==> config.mk <==
export PLATFORM = sky130hd
export DESIGN_NAME = mmio_bus_arbiter
export DESIGN_NICKNAME = d
export VERILOG_FILES = /design/src/rtl/mmio_bus_pkg.sv /design/src/rtl/mmio_bus_arbiter_rr_pick2.sv /design/src/rtl/mmio_bus_arbiter.sv
export SDC_FILE = /design/constraint.sdc
export NUM_CORES = 1
export LEC_CHECK = 0
export ABC_AREA = 1
export BUFFER_PORTS_ARGS = -buffer_cell sky130_fd_sc_hd__buf_2
export CAP_MARGIN = 10
export CORE_UTILIZATION = 30
export CTS_BUF_LIST = sky130_fd_sc_hd__clkbuf_8
export CTS_CLUSTER_SIZE = 25
export DETAILED_ROUTE_END_ITERATION = 6
export GPL_TIMING_DRIVEN = 0
export PLACE_DENSITY = 0.58
export SKIP_CTS_REPAIR_TIMING = 1
export SLEW_MARGIN = 30
export SYNTH_ARGS = -nofsm -noshare
export SYNTH_HDL_FRONTEND = slang
export SYNTH_SLANG_ARGS = --single-unit
==> constraint.sdc <==
create_clock -name clk -period 1.8 [get_ports clk]
set_input_delay 0.09 -clock clk [delete_from_list [all_inputs] [get_ports clk]]
set_output_delay 0.09 -clock clk [all_outputs]
set_load 0.01 [all_outputs]
==> src/rtl/mmio_bus_pkg.sv <==
// rtl/mmio_bus_pkg.sv - shared types and constants for the MMIO bus arbiter
//
// Purpose: the arbiter state encoding, the default timeout read word and the
//          watchdog counter width, shared by the arbiter top and its helpers.
// Contents:
//    arb_state_t        IDLE / BUSY / RESP
//    ERR_RDATA_DEFAULT  read word returned when a slave never answers
//    CNT_W              width of the watchdog counter
package mmio_bus_pkg;

   typedef enum logic [1:0] {
      IDLE = 2'd0,
      BUSY = 2'd1,
      RESP = 2'd2
   } arb_state_t;

   localparam logic [31:0] ERR_RDATA_DEFAULT = 32'hDEAD_BEEF;

   // 8 bits covers the full legal TIMEOUT_CYCLES range of 2..255.
   localparam int CNT_W = 8;

endpackage

==> src/rtl/mmio_bus_arbiter_rr_pick2.sv <==
// rtl/mmio_bus_arbiter_rr_pick2.sv - two-way round-robin winner selection
//
// Purpose: purely combinational pick between two requesters. On a tie the
//          requester that was not granted last time wins.
// Ports:
//    req0_i        requester 0 active
//    req1_i        requester 1 active
//    last_grant_i  index of the previously granted requester
//    winner_o      index of the winning requester (valid when any_req_o)
//    any_req_o     at least one requester active
module rr_pick2 (
   input  logic req0_i,
   input  logic req1_i,
   input  logic last_grant_i,
   output logic winner_o,
   output logic any_req_o
);

   always_comb begin
      any_req_o = req0_i | req1_i;
      if (req0_i && req1_i) begin
         winner_o = ~last_grant_i;
      end else begin
         winner_o = req1_i;
      end
   end

endmodule

==> src/rtl/mmio_bus_arbiter.sv <==
// rtl/mmio_bus_arbiter.sv - two-master round-robin arbiter for one MMIO slave port
//
// Purpose: shares a single valid/ready MMIO slave between instruction fetch
//          (m0) and data load/store (m1). One transaction is outstanding at a
//          time; the slave request is registered and the response is steered
//          back to the granted master. A watchdog completes transactions to
//          silent slaves with ERR_RDATA and a timeout_err pulse.
// Ports:
//    clk, resetn                 clock, asynchronous active-low reset
//    m0_* / m1_*                 master requests (valid, addr, wdata, wstrb)
//                                and responses (rdata, one-cycle ready pulse)
//    s_valid/addr/wdata/wstrb    registered request to the slave
//    s_rdata, s_ready            slave response
//    grant                       current or last granted master index
//    timeout_err                 pulse alongside a watchdog-forced ready
module mmio_bus_arbiter
   import mmio_bus_pkg::*;
#(
   parameter int                ADDR_W         = 32,
   parameter int                DATA_W         = 32,
   parameter int                TIMEOUT_CYCLES = 16,
   parameter logic [DATA_W-1:0] ERR_RDATA      = DATA_W'(ERR_RDATA_DEFAULT)
) (
   input  logic                clk,
   input  logic                resetn,
   input  logic                m0_valid,
   input  logic [ADDR_W-1:0]   m0_addr,
   input  logic [DATA_W-1:0]   m0_wdata,
   input  logic [DATA_W/8-1:0] m0_wstrb,
   output logic [DATA_W-1:0]   m0_rdata,
   output logic                m0_ready,
   input  logic                m1_valid,
   input  logic [ADDR_W-1:0]   m1_addr,
   input  logic [DATA_W-1:0]   m1_wdata,
   input  logic [DATA_W/8-1:0] m1_wstrb,
   output logic [DATA_W-1:0]   m1_rdata,
   output logic                m1_ready,
   output logic                s_valid,
   output logic [ADDR_W-1:0]   s_addr,
   output logic [DATA_W-1:0]   s_wdata,
   output logic [DATA_W/8-1:0] s_wstrb,
   input  logic [DATA_W-1:0]   s_rdata,
   input  logic                s_ready,
   output logic                grant,
   output logic                timeout_err
);

   localparam logic [CNT_W-1:0] TO_LAST = CNT_W'(TIMEOUT_CYCLES - 1);

   arb_state_t          state_q;
   logic [CNT_W-1:0]    cnt_q;
   logic                last_grant_q;
   logic                grant_q;
   logic                s_valid_q;
   logic [ADDR_W-1:0]   s_addr_q;
   logic [DATA_W-1:0]   s_wdata_q;
   logic [DATA_W/8-1:0] s_wstrb_q;
   logic [DATA_W-1:0]   m0_rdata_q;
   logic [DATA_W-1:0]   m1_rdata_q;
   logic                m0_ready_q;
   logic                m1_ready_q;
   logic                timeout_err_q;

   logic                winner_d;
   logic                any_req_d;

   rr_pick2 u_pick (
      .req0_i       (m0_valid),
      .req1_i       (m1_valid),
      .last_grant_i (last_grant_q),
      .winner_o     (winner_d),
      .any_req_o    (any_req_d)
   );

   always_ff @(posedge clk or negedge resetn) begin
      if (!resetn) begin
         state_q       <= IDLE;
         cnt_q         <= '0;
         last_grant_q  <= 1'b1;   // m0 wins the first tie
         grant_q       <= 1'b0;
         s_valid_q     <= 1'b0;
         s_addr_q      <= '0;
         s_wdata_q     <= '0;
         s_wstrb_q     <= '0;
         m0_rdata_q    <= '0;
         m1_rdata_q    <= '0;
         m0_ready_q    <= 1'b0;
         m1_ready_q    <= 1'b0;
         timeout_err_q <= 1'b0;
      end else begin
         // Completion flags are single-cycle pulses.
         m0_ready_q    <= 1'b0;
         m1_ready_q    <= 1'b0;
         timeout_err_q <= 1'b0;

         case (state_q)
            IDLE: begin
               if (any_req_d) begin
                  grant_q      <= winner_d;
                  last_grant_q <= winner_d;
                  cnt_q        <= '0;
                  s_valid_q    <= 1'b1;
                  s_addr_q     <= winner_d ? m1_addr  : m0_addr;
                  s_wdata_q    <= winner_d ? m1_wdata : m0_wdata;
                  s_wstrb_q    <= winner_d ? m1_wstrb : m0_wstrb;
                  state_q      <= BUSY;
               end
            end

            BUSY: begin
               if (s_ready || (cnt_q == TO_LAST)) begin
                  if (grant_q) begin
                     m1_rdata_q <= s_ready ? s_rdata : ERR_RDATA;
                     m1_ready_q <= 1'b1;
                  end else begin
                     m0_rdata_q <= s_ready ? s_rdata : ERR_RDATA;
                     m0_ready_q <= 1'b1;
                  end
                  timeout_err_q <= ~s_ready;
                  s_valid_q     <= 1'b0;
                  state_q       <= RESP;
               end else begin
                  cnt_q <= cnt_q + 1'b1;
               end
            end

            RESP: begin
               // Ignore s_ready and m*_valid here: the slave may still echo
               // ready and the served master is still dropping valid. Read
               // data is cleared so an idle master always sees zero.
               m0_rdata_q <= '0;
               m1_rdata_q <= '0;
               state_q    <= IDLE;
            end

            default: begin
               state_q <= IDLE;
            end
         endcase
      end
   end

   assign s_valid     = s_valid_q;
   assign s_addr      = s_addr_q;
   assign s_wdata     = s_wdata_q;
   assign s_wstrb     = s_wstrb_q;
   assign m0_rdata    = m0_rdata_q;
   assign m1_rdata    = m1_rdata_q;
   assign m0_ready    = m0_ready_q;
   assign m1_ready    = m1_ready_q;
   assign grant       = grant_q;
   assign timeout_err = timeout_err_q;

endmodule
## Word-level counts from Yosys, hierarchy flattened

Cells that the tools add are included.

- Output and inout port bits: 137
- Word-level logic and storage cells: 64
- Flip-flop bits (word level): 148

- Add/subtract/negate cells: 1
- Bitwise gates (word level): 3
- Equality and inequality tests: 8
- Reductions and logical operators: 11
- Muxes and demuxes: 28

Operators with widths:

| kind | number |
|---|---|
| $mux 32 | 7 |
| $pmux 32 s2 | 2 |
| $mux 8 | 2 |
| $pmux 8 s2 | 1 |
| $reduce_and 3->1 | 4 |
| $mux 1 | 11 |
| $ne 2x2->1 const B | 5 |
| $add 8x1->8 const B | 1 |
| $eq 8x4->1 const B | 1 |
| $mux 2 | 2 |
| $mux 4 | 1 |
| $pmux 2 s2 | 1 |
| $reduce_and 2->1 | 2 |
| $reduce_bool 2->1 | 2 |
| $eq 2x1->1 const B | 1 |
| $eq 2x2->1 const B | 1 |
| $logic_not 2->1 | 1 |
| $not 1->1 | 2 |
| $pmux 1 s2 | 1 |
| $logic_and 1x1->1 | 1 |
| $logic_or 1x1->1 | 1 |
| $or 1x1->1 | 1 |

## Depth between registers and ports, before layout

- Depth after elaboration: 4
- Mapped depth: 9
- Gate-level depth less buffers: 9

## Hierarchy

From an unflattened synthesis, not the netlist that was laid out.

- Cells, all modules: 890
- Area total of the unflattened synthesis: 6931.6 um^2

Modules (own cells, without submodules):

| module | cells an instance | area an instance (um^2) | instances | seq. area each (um^2) |
|---|---|---|---|---|
| mmio_bus_arbiter | 887 | 6916.6 | 1 | 3704.8 |
| rr_pick2 | 3 | 15.0 | 1 | 0.0 |

## Least setup slack after synthesis

No wires, ideal clock.

- Path kind: flip-flop to flip-flop
- From: register cnt_q[0]
- To: register m0_rdata_q[10] (netlist: m0_rdata[10])
- Cell stages (with the launch flop): 10
- Clock period less this slack: 1462 ps
- Library setup time: 65 ps
- Path buffers: 2
- Required time: 1735 ps
- Path slack: 338 ps
- Data arrival time: 1397 ps
- Path through: dfrtp_1 > ha_1 > nand2_1 > inv_2 > nand2_2 > o21ai_4 > buf_6 > buf_2 > nand3_1 > nand2_1

- Longest elaborated chain between the ends: 4

RTL lines:

| what | RTL line | source |
|---|---|---|
| start, declared | mmio_bus_arbiter.sv:51 | `logic [CNT_W-1:0] cnt_q;` |
| start signal, assigned | mmio_bus_arbiter.sv:123 | `cnt_q <= cnt_q + 1'b1;` |
| $eq 8x4->1 | mmio_bus_arbiter.sv:111 | `if (s_ready \|\| (cnt_q == TO_LAST)) begin` |
| $logic_or 1x1->1 | mmio_bus_arbiter.sv:111 |  |
| $ne 2x2->1 (no line) | -- |  |
| $reduce_and 3->1 (no line) | -- |  |
| end signal, assigned | mmio_bus_arbiter.sv:116 | `m0_rdata_q <= s_ready ? s_rdata : ERR_RDATA;` |
| end, declared | mmio_bus_arbiter.sv:58 | `logic [DATA_W-1:0] m0_rdata_q;` |

Every way passes these cells.
A chain may end at the register's enable or synchronous reset.

## Worst setup path in the final report

- From: register last_grant_q
- To: register s_addr_q[13] (netlist: s_addr[13])

- Longest elaborated chain between the ends: 3

RTL lines:

| what | RTL line | source |
|---|---|---|
| start, declared | mmio_bus_arbiter.sv:52 | `logic last_grant_q;` |
| start signal, assigned | mmio_bus_arbiter.sv:100 | `last_grant_q <= winner_d;` |
| $not 1->1 | mmio_bus_arbiter_rr_pick2.sv:22 | `winner_o = ~last_grant_i;` |
| $mux 1 | mmio_bus_arbiter_rr_pick2.sv:21 | `if (req0_i && req1_i) begin` |
| $mux 32 | mmio_bus_arbiter.sv:103 | `s_addr_q <= winner_d ? m1_addr : m0_addr;` |
| end signal, assigned | mmio_bus_arbiter.sv:103 |  |
| end, declared | mmio_bus_arbiter.sv:55 | `logic [ADDR_W-1:0] s_addr_q;` |

Every way passes these cells.

==> impl_metrics.tcl <==
set metrics [dict create \
    outcome "finished, violations left" \
    violations "hold timing" \
    cp-start-kind "flip-flop" \
    cts_buffers 17 \
    finalCritPeriodShare_pct 95.7 \
    io_buffers 309 \
    wl_um 25400 \
    via_per_inst 4.66 \
    fin_hold_ws_ns -0.0512 \
    layout.cells.non_filler 1585 \
    vias 7386 \
    final_max_slew_viol_count 0 \
    layout_commonest_cell "buf_2" \
    irDropWorstVdd_v 0.000549 \
    hold_path_class "in -> reg" \
    fillers 2175 \
    p_sw_w 0.00725 \
    critPathMaxStageDelay_ns 0.54 \
    fp-row-count 54 \
    cts_sinks 148 \
    final_nets 1466 \
    switching_share_pct 44.7 \
    maxCapViolations 0 \
    final_layout_size_suffix_gt1_share_pct 29.8 \
    post_drt_wl_per_cell_um 16.0 \
    overflow 0 \
    drtPass1Iterations 6 \
    initial_utilization_pct 30.5 \
    dieWidth_um 151 \
    synth.avg_cell_area_um2 8.09 \
    finalSetupViolations 0 \
    crit_path_top_delay_cell "dfstp_2" \
    antenna_found_initial 0 \
    diodes 0 \
    period_minus_slack_ns 1.72 \
    cts_tree "yes" \
    synthToLayoutAreaGrowth_pct 56.4 \
    path_common_cell "o21ai_0" \
    die-area_um2 22800 \
    crit_chain "nand2_1, nand2_4, clkinvlp_4, clkbuf_1, o21ai_0, o21ai_0" \
    end_kind "flip-flop" \
    ys_seq_area_share_pct 55.6 \
    cp.required_ns 2.14 \
    grt_max_degree 60 \
    power_frac_comb_pct 48.5 \
    fp.coreArea_um2 21800 \
    final_cell_mix "322 x buf_2, 228 x nand2_1, 147 x dfrtp_1, 138 x o21ai_0, 136 x dlygate4sd3_1" \
    intPower_w 0.00895 \
    synthesis.nets 997 \
    clkPwrFrac_pct 15.6 \
    power_density_nw_per_um2 1560 \
    synth-seq-cells 148 \
    ant_nets 0 \
    grt_pass1_vias 6330 \
    clock_latency_ns 0.46 \
    drc 0 \
    root_buffer "clkbuf_8" \
    grt_use_total_pct 20.0 \
    boundaryPins 310 \
    placed_cells 1414 \
    worst_slew_pin_slew_ns 0.626 \
    critPathMaxFanout 10 \
    dp_hpwl_um 17400 \
    netlist_area_um2 6660 \
    fmax_mhz 580 \
    yosys_warnings 0 \
    drt-initial-drc-count 342 \
    relSlewSlack_pct 58.3 \
    ys_types 25 \
    tns_ns 0 \
    dieHeight_um 151 \
    grt_pass1_wl_um 34300 \
    syn-instance-count 823 \
    cts.clk_slew.worst_paths_ns 0.10 \
    leakagePower_nw 5.44 \
    place.gp.congestion 0.852 \
    skew_ns 0.0144 \
    cts_max_level 4 \
    cts_buffer_depth 2 \
    pre_cts_ws_ns -0.248 \
    final_hold_viol_count 8 \
    arrival_ns 2.06 \
    power_frac_seq_pct 36.0 \
    finalWorstSetupSlack_ns 0.0768 \
    path_class "reg -> reg" \
]
-- registers in the layout, indices dropped and copies added, names as in the netlist --
register      cells
m1_rdata         32
s_wdata          32
state_q           2
m1_ready          1
m0_ready          1
grant             1
cnt_q             8
s_valid           1
last_grant_q      1
m0_rdata         32
s_wstrb           4
s_addr           32
timeout_err       1
-- worst max-delay path, delay by kind of cell (launching register included) --
kind / cells / cell delay (ns)
buffers and inverters: 2 / 0.45
and+or+nand+nor: 2 / 0.22
AOI/OAI and AO/OA: 2 / 0.41
DFF: 1 / 0.54
-- worst paths after layout --
kind                                     startpoint                        to  slack (ns)  cells past startpoint
max                        last_grant_q$_DFFE_PN1P_    s_addr[13]$_DFFE_PN0P_        0.08                      6
min                                     m0_addr[24]    s_addr[24]$_DFFE_PN0P_       -0.05                      3
max reg2reg                last_grant_q$_DFFE_PN1P_    s_addr[13]$_DFFE_PN0P_        0.08                      6
min reg2reg                last_grant_q$_DFFE_PN1P_  last_grant_q$_DFFE_PN1P_        0.47                      2
max in group asynchronous                    resetn     s_addr[8]$_DFFE_PN0P_        1.07                      3
min in group asynchronous                    resetn   m0_rdata[7]$_DFFE_PN0P_        0.11                      2
-- layout make-up --
type                    instances  area [µm²]  share of cell area, %
flip-flops and latches        148        3700                   35.6
well taps                     280         350                   3.36
clock buffers                  18         248                   2.38
repair buffers                450        3010                   28.9
plain buffers                  53         269                   2.58
multi-input cells             574        2530                   24.3
clock inverters                14         120                   1.15
inverters                      48         184                   1.77
-- routing by layer --
metal	GRT usage, %	vias up	wire length [µm]
li1	-	3586	-
met1	23.7	3437	10200
met2	34.4	322	12700
met3	6.17	41	1820
met4	6.05	0	637
met5	0	-	0
-- stage by stage --
step / power [W] / area (µm²) / util [%]
3_5_place_dp: 0.0134 / 8620 / 39.5
6_report: 0.0162 / 10400 / 47.7
5_1_grt: 0.0175 / 10400 / 47.7
3_3_place_gp: 0.0133 / 8560 / 39.2
2_1_floorplan: 0.0101 / 6660 / -
4_1_cts: 0.0160 / 8990 / 41.2
-- cell families after synthesis --
kind of cell | Yosys count | synth area share (%)
adders and majority gates | 1 | 0.188
xor gates and xnor gates | 1 | 0.132
DFF | 148 | 55.6
AOI/OAI and AO/OA | 168 | 12.8
and+or+nand+nor | 404 | 24.7
buffers and inverters | 101 | 6.52
-- power by group through the flow --
stage	combinational (W)	sequential, W	clock, W
floorplan	0.00353	0.00653	0
global placement	0.00745	0.00585	0
detailed placement	0.00757	0.00587	0
CTS	0.00758	0.00582	0.00261
global route	0.00877	0.00600	0.00274
finish	0.00785	0.00583	0.00252
-- synth_stat cells (all sizes together) --
master / count / area (µm²)
o21bai: 1 / 7.51
dfrtp: 147 / 3680
buf: 26 / 151
nand3: 76 / 380
nor3b: 1 / 7.51
nor2: 91 / 344
nand2: 234 / 891
dfstp: 1 / 26.3
o21ai: 166 / 842
a21oi: 1 / 5.00
inv: 48 / 180
clkbuf: 27 / 103
ha: 1 / 12.5
xor2: 1 / 8.76
nor3: 2 / 21.3
Power figures use the tool's default switching activity.
